==> src/rtl/logic_gate_pipe.sv <==
// logic_gate_pipe: two-stage, valid/ready flow-controlled bitwise gate unit.
// S1 captures the operands and the function select. S2 holds the result
// and its zero/all-ones/parity flags. The accumulator lets a transaction
// use the previous result as operand A.
module logic_gate_pipe #(
    parameter int unsigned WIDTH = 8
) (
    input  logic             clk,
    input  logic             rst,
    input  logic             in_valid,
    output logic             in_ready,
    input  logic [WIDTH-1:0] in_a,
    input  logic [WIDTH-1:0] in_b,
    input  logic [2:0]       in_op,
    input  logic             in_chain,
    output logic             out_valid,
    input  logic             out_ready,
    output logic [WIDTH-1:0] out_result,
    output logic             out_zero,
    output logic             out_ones,
    output logic             out_parity
);

    localparam int unsigned OP_W = 3;

    typedef enum logic [OP_W-1:0] {
        OP_AND  = 3'd0,
        OP_OR   = 3'd1,
        OP_NAND = 3'd2,
        OP_NOR  = 3'd3,
        OP_XOR  = 3'd4,
        OP_XNOR = 3'd5,
        OP_NOTA = 3'd6,
        OP_NOTB = 3'd7
    } op_e;

    // Operand payload held in stage 1.
    typedef struct packed {
        logic [WIDTH-1:0] a;
        logic [WIDTH-1:0] b;
        op_e              op;
        logic             chain;
    } s1_t;

    s1_t              s1_q;
    logic             s1_valid;
    logic [WIDTH-1:0] acc;

    logic             s2_load;
    logic             s1_load;
    logic             in_fire;
    logic             s1_move;
    logic [WIDTH-1:0] op_a;
    logic [WIDTH-1:0] result_c;

    // Flow control: each stage may load when it is empty or the stage after it frees up.
    always_comb begin
        s2_load  = !out_valid || out_ready;
        s1_load  = !s1_valid || s2_load;
        in_ready = s1_load;
        in_fire  = in_valid && s1_load;
        s1_move  = s1_valid && s2_load;
    end

    // Gate function on the stage-1 operands; chain substitutes the accumulator for A.
    always_comb begin
        op_a     = s1_q.chain ? acc : s1_q.a;
        result_c = '0;
        case (s1_q.op)
            OP_AND:  result_c = op_a & s1_q.b;
            OP_OR:   result_c = op_a | s1_q.b;
            OP_NAND: result_c = ~(op_a & s1_q.b);
            OP_NOR:  result_c = ~(op_a | s1_q.b);
            OP_XOR:  result_c = op_a ^ s1_q.b;
            OP_XNOR: result_c = ~(op_a ^ s1_q.b);
            OP_NOTA: result_c = ~op_a;
            OP_NOTB: result_c = ~s1_q.b;
            default: result_c = '0;
        endcase
    end

    // Stage 1: capture the input on a transfer, empty when it drains with nothing new.
    always_ff @(posedge clk or posedge rst) begin
        if (rst) begin
            s1_valid <= 1'b0;
            s1_q     <= '0;
        end else if (s1_load) begin
            s1_valid <= in_fire;
            if (in_fire) begin
                s1_q.a     <= in_a;
                s1_q.b     <= in_b;
                s1_q.op    <= op_e'(in_op);
                s1_q.chain <= in_chain;
            end
        end
    end

    // Stage 2: register the result and flags when stage 1 moves forward.
    always_ff @(posedge clk or posedge rst) begin
        if (rst) begin
            out_valid  <= 1'b0;
            out_result <= '0;
            out_zero   <= 1'b0;
            out_ones   <= 1'b0;
            out_parity <= 1'b0;
        end else if (s1_move) begin
            out_valid  <= 1'b1;
            out_result <= result_c;
            out_zero   <= ~|result_c;
            out_ones   <= &result_c;
            out_parity <= ^result_c;
        end else if (s2_load) begin
            out_valid  <= 1'b0;
        end
    end

    // Accumulator follows each result as it leaves stage 1, in acceptance order.
    always_ff @(posedge clk or posedge rst) begin
        if (rst) begin
            acc <= '0;
        end else if (s1_move) begin
            acc <= result_c;
        end
    end

endmodule

==> config.mk <==
export PLATFORM = sky130hd
export DESIGN_NAME = logic_gate_pipe
export DESIGN_NICKNAME = d
export VERILOG_FILES = /design/src/rtl/logic_gate_pipe.sv
export SDC_FILE = /design/constraint.sdc
export NUM_CORES = 1
export LEC_CHECK = 0
export ABC_CLOCK_PERIOD_IN_PS = 2500
export BUFFER_PORTS_ARGS = -buffer_cell sky130_fd_sc_hd__buf_2
export CORE_AREA = 2 2 76 96
export CTS_BUF_LIST = sky130_fd_sc_hd__clkbuf_2
export DETAILED_ROUTE_END_ITERATION = 8
export DIE_AREA = 0 0 78 98
export PLACE_DENSITY_LB_ADDON = 0.1
export SYNTH_ARGS = -nofsm -noshare
export SYNTH_HDL_FRONTEND = slang
export SYNTH_SLANG_ARGS = --single-unit
==> constraint.sdc <==
create_clock -name clk -period 2.5 [get_ports clk]
set_clock_uncertainty 0.2 [all_clocks]
set_input_delay 0.5 -clock clk [delete_from_list [all_inputs] [get_ports clk]]
set_output_delay 0.5 -clock clk [all_outputs]
set_load 0.01 [all_outputs]
==> results.py <==
metrics = {
    "run_status": {
        "status": "finished, violations left",
        "violations": "negative setup slack",
    },
    "global_routing": {
        "use_met2_pct": 27.8,
        "grt_pass1_vias": 2032,
        "grt_pass1_wl_mm": 9.74,
        "track_usage_pct": 16.2,
        "use_met3_pct": 2.68,
        "busiest_layer": "met2",
        "use_met1_pct": 20.7,
        "grt_start_max_net_pins": 34,
        "antenna_found_initial": 0,
        "grt_overflow_total": 0,
    },
    "synthesis": {
        "synth_seq_cells": 33,
        "synth-edff-count": 0,
        "synth_ff_type": "dfrtp_1",
        "synth_area_sq_um": 2570,
        "yosys_warnings": 0,
        "synthCells": 247,
        "synth.most_common_cell": "dfrtp_1",
        "yosysUniqueCellTypes": 35,
        "ys_seq_area_share_pct": 32.1,
        "yosys.area.top_type": "dfrtp_1",
        "async_reset_ff_share_pct": 100,
        "synth_nets": 295,
        "syn_avg_cell_area_sq_um": 10.4,
        "synth_top_area_share_pct": 32.1,
        "synthTopCellsByArea": "dfrtp_1 (32%), ha_1 (12%), mux2_2 (8.8%)",
        "yosys-top-cells-count": "dfrtp_1 (33), ha_1 (24), mux2_2 (20), inv_1 (18), xnor2_1 (17)",
    },
    "clocking": {
        "cts_tree": "done",
        "cts.clk_slew.worst_paths_ns": 0.19,
        "htree_levels": 2,
        "cts_made_buffers": 5,
        "clock_latency_ns": 0.38,
        "clockRootBuffer": "clkbuf_2",
        "cts_sinks": 33,
        "clk_path_buf_depth": 2,
    },
    "power_and_ir_drop": {
        "leakagePower_nw": 1.52,
        "powerDensity_nw_per_um2": 827,
        "comb_power_share_pct": 62.6,
        "internal_power_w": 0.00173,
        "vdd_ir_drop_max_v": 0.000370,
        "seqPwrFrac_pct": 27.7,
        "fin_total_pwr_w": 0.00282,
        "pwr-share-clk_pct": 9.7,
        "p_sw_w": 0.00108,
        "netSwitchingFraction_pct": 38.5,
    },
    "hold_path": {
        "hp-class": "input port to register",
        "min_delay_path_depth": 2,
        "holdCritStartpoint": "in_b[0]",
        "holdPathEnd": "s1_q[4]",
    },
    "layout": {
        "fill_cells": 661,
        "stdcell_area_sq_um": 3410,
        "layout-drive-gt1-share_pct": 48.3,
        "antenna_cells": 0,
        "fin_nets": 374,
        "post-route-util_pct": 50.1,
        "area_delta_synth_final_pct": 32.4,
    },
    "timing": {
        "finalSetupViolCount": 2,
        "min_period_ns": 2.66,
        "hold_viol": 0,
        "max_freq_mhz": 376,
        "slew_violations": 0,
        "grt_setup_unrepaired": "true",
        "relSlewSlack_pct": 69.7,
        "fin_ws_ns": -0.159,
        "worstMarginPinSlew_ns": 0.455,
        "finalCritPeriodShare_pct": 106,
        "whs_ns": 0.125,
    },
    "floorplanning": {
        "start_util_pct": 37.8,
        "core_area_sq_um": 6810,
        "die_area_sq_um": 7640,
        "rows": 34,
        "die_w_microns": 78,
        "ios": 37,
        "fp.dieH_microns": 98,
    },
    "setup_path": {
        "crit_chain": "buf_12 > mux2i_4 > ha_4 > mux2i_1 > o21ai_0 > o21ai_2 > nor2_1 > ha_1 > xnor2_2 > xnor2_1 > o21ai_1",
        "worstPathRequired_ns": 2.59,
        "r2r_slack_ns": -0.16,
        "cp_slowest_cell": "dfrtp_2",
        "cp-start-kind": "register",
        "max_stage_delay_ns": 0.48,
        "regToRegStartpoint": "s1_q[0]",
        "r2r_cells": 11,
        "crit_type": "register to register",
        "reg2reg_to": "out_parity",
        "worstPathArrival_ns": 2.75,
        "critPathCaptureType": "register",
        "path_max_fanout": 4,
    },
    "route": {
        "vias_per_cell": 4.75,
        "drc_errors": 0,
        "firstDrtPassIters": 4,
        "antenna_left": 0,
        "post_drt_wl_per_cell_microns": 13.9,
        "wl_mm": 5.80,
        "num_vias": 1980,
        "first_iter_violations": 60,
    },
    "placement": {
        "numPortBuffers": 36,
        "dp_hpwl_mm": 4.17,
        "placed_area_sq_um": 3110,
        "gp_congestion": 0.765,
    },
    "job": {
        "max-cap-violations": 0,
    },
}
-- flip-flops by register name, summed over array words and instances (netlist names) --
name and flops:
out_valid 1, s1_q 20, s1_valid 1, out_parity 1
out_ones 1, out_zero 1, acc 8
-- cell type report --
type	count	area [sq um]	area share (%)
multi-input cells	181	1750	51.4
flip-flops and latches	33	828	24.3
repair buffers	87	607	17.8
inverters	18	67.6	1.98
well taps	90	113	3.31
clock buffers	8	40.0	1.18
-- placed cells by master, fill, tap and decap left out, types with 2 or more instances in the layout --
master    count
xnor2_1      15
ha_4          8
buf_12        3
or2b_1        2
buf_2        36
ha_2          3
o31a_1        7
mux2_2       20
nand4_1       2
nor2b_1       8
o21ai_0       7
dfrtp_2       2
mux2i_4       7
or2_1         7
inv_1        18
nor2_2        2
nand3_1       7
a211oi_2     14
nand2_1       7
nand2b_1      8
o21ai_1       9
buf_4        46
mux2i_1       8
xnor2_2       2
nor2_1       14
ha_1         13
clkbuf_2      8
dfrtp_1      31
-- layer usage --
metal	vias up	wire length, microns
met4	0	79
met2	31	2810
li1	1001	-
met3	5	174
met5	-	0
met1	943	2740
-- kinds of logic (layout without fill, tap and decap cells) --
| kind of cell | count (synthesis) | count (layout) | share of synthesized area, % |
|---|---|---|---|
| compound gates | 42 | 42 | 14.0 |
| xor+xnor | 18 | 18 | 6.13 |
| fa+ha+maj | 24 | 24 | 11.7 |
| buf+inv | 33 | 113 | 7.44 |
| flops | 33 | 33 | 32.1 |
| mux | 36 | 36 | 16.0 |
| simple gates | 61 | 61 | 12.7 |
-- what timing repair did --
action	4_1_cts	5_1_grt
pin swaps	15	23
gates resized for setup	18	9
buffers inserted	4	2
hold buffers	1	0
endpoints found under the setup margin	3	3
endpoints found under the hold margin	33	0
-- power by group through the flow --
stage               clock (W)  sequential, W  combinational (W)
finish               0.000273       0.000779            0.00177
global route         0.000309       0.000800            0.00196
CTS                  0.000292       0.000781            0.00169
detailed placement          0       0.000772            0.00152
global placement            0       0.000774            0.00151
floorplan                   0       0.000755            0.00102
-- through the flow --
step	std cells	TNS, ns	worst slack [ns]
2_1_floorplan	247	-0.0722	-0.0722
3_3_place_gp	402	-0.512	-0.280
3_5_place_dp	402	-0.588	-0.294
4_1_cts	415	-0.262	-0.165
5_1_grt	417	-0.616	-0.348
6_report	417	-0.234	-0.159
-- critical path: cells and delay by family (launching register included) --
kind | cells | cell delay (ns)
xor+xnor | 2 | 0.30
buf+inv | 1 | 0.16
flops | 1 | 0.48
compound gates | 3 | 0.39
fa+ha+maj | 2 | 0.57
mux | 2 | 0.38
simple gates | 1 | 0.08
-- how the worst max path moves through the flow --
stage | startpoint | to | cells past startpoint
final | s1_q[0] | out_parity | 11
after global routing | s1_q[0] | out_parity | 11
after CTS | s1_q[0] | out_parity | 11
after detailed placement | s1_q[0] | out_parity | 11
after global placement | s1_q[0] | out_parity | 11
after floorplan | s1_q[0] | out_parity | 11
Power figures use the tool's default switching activity.
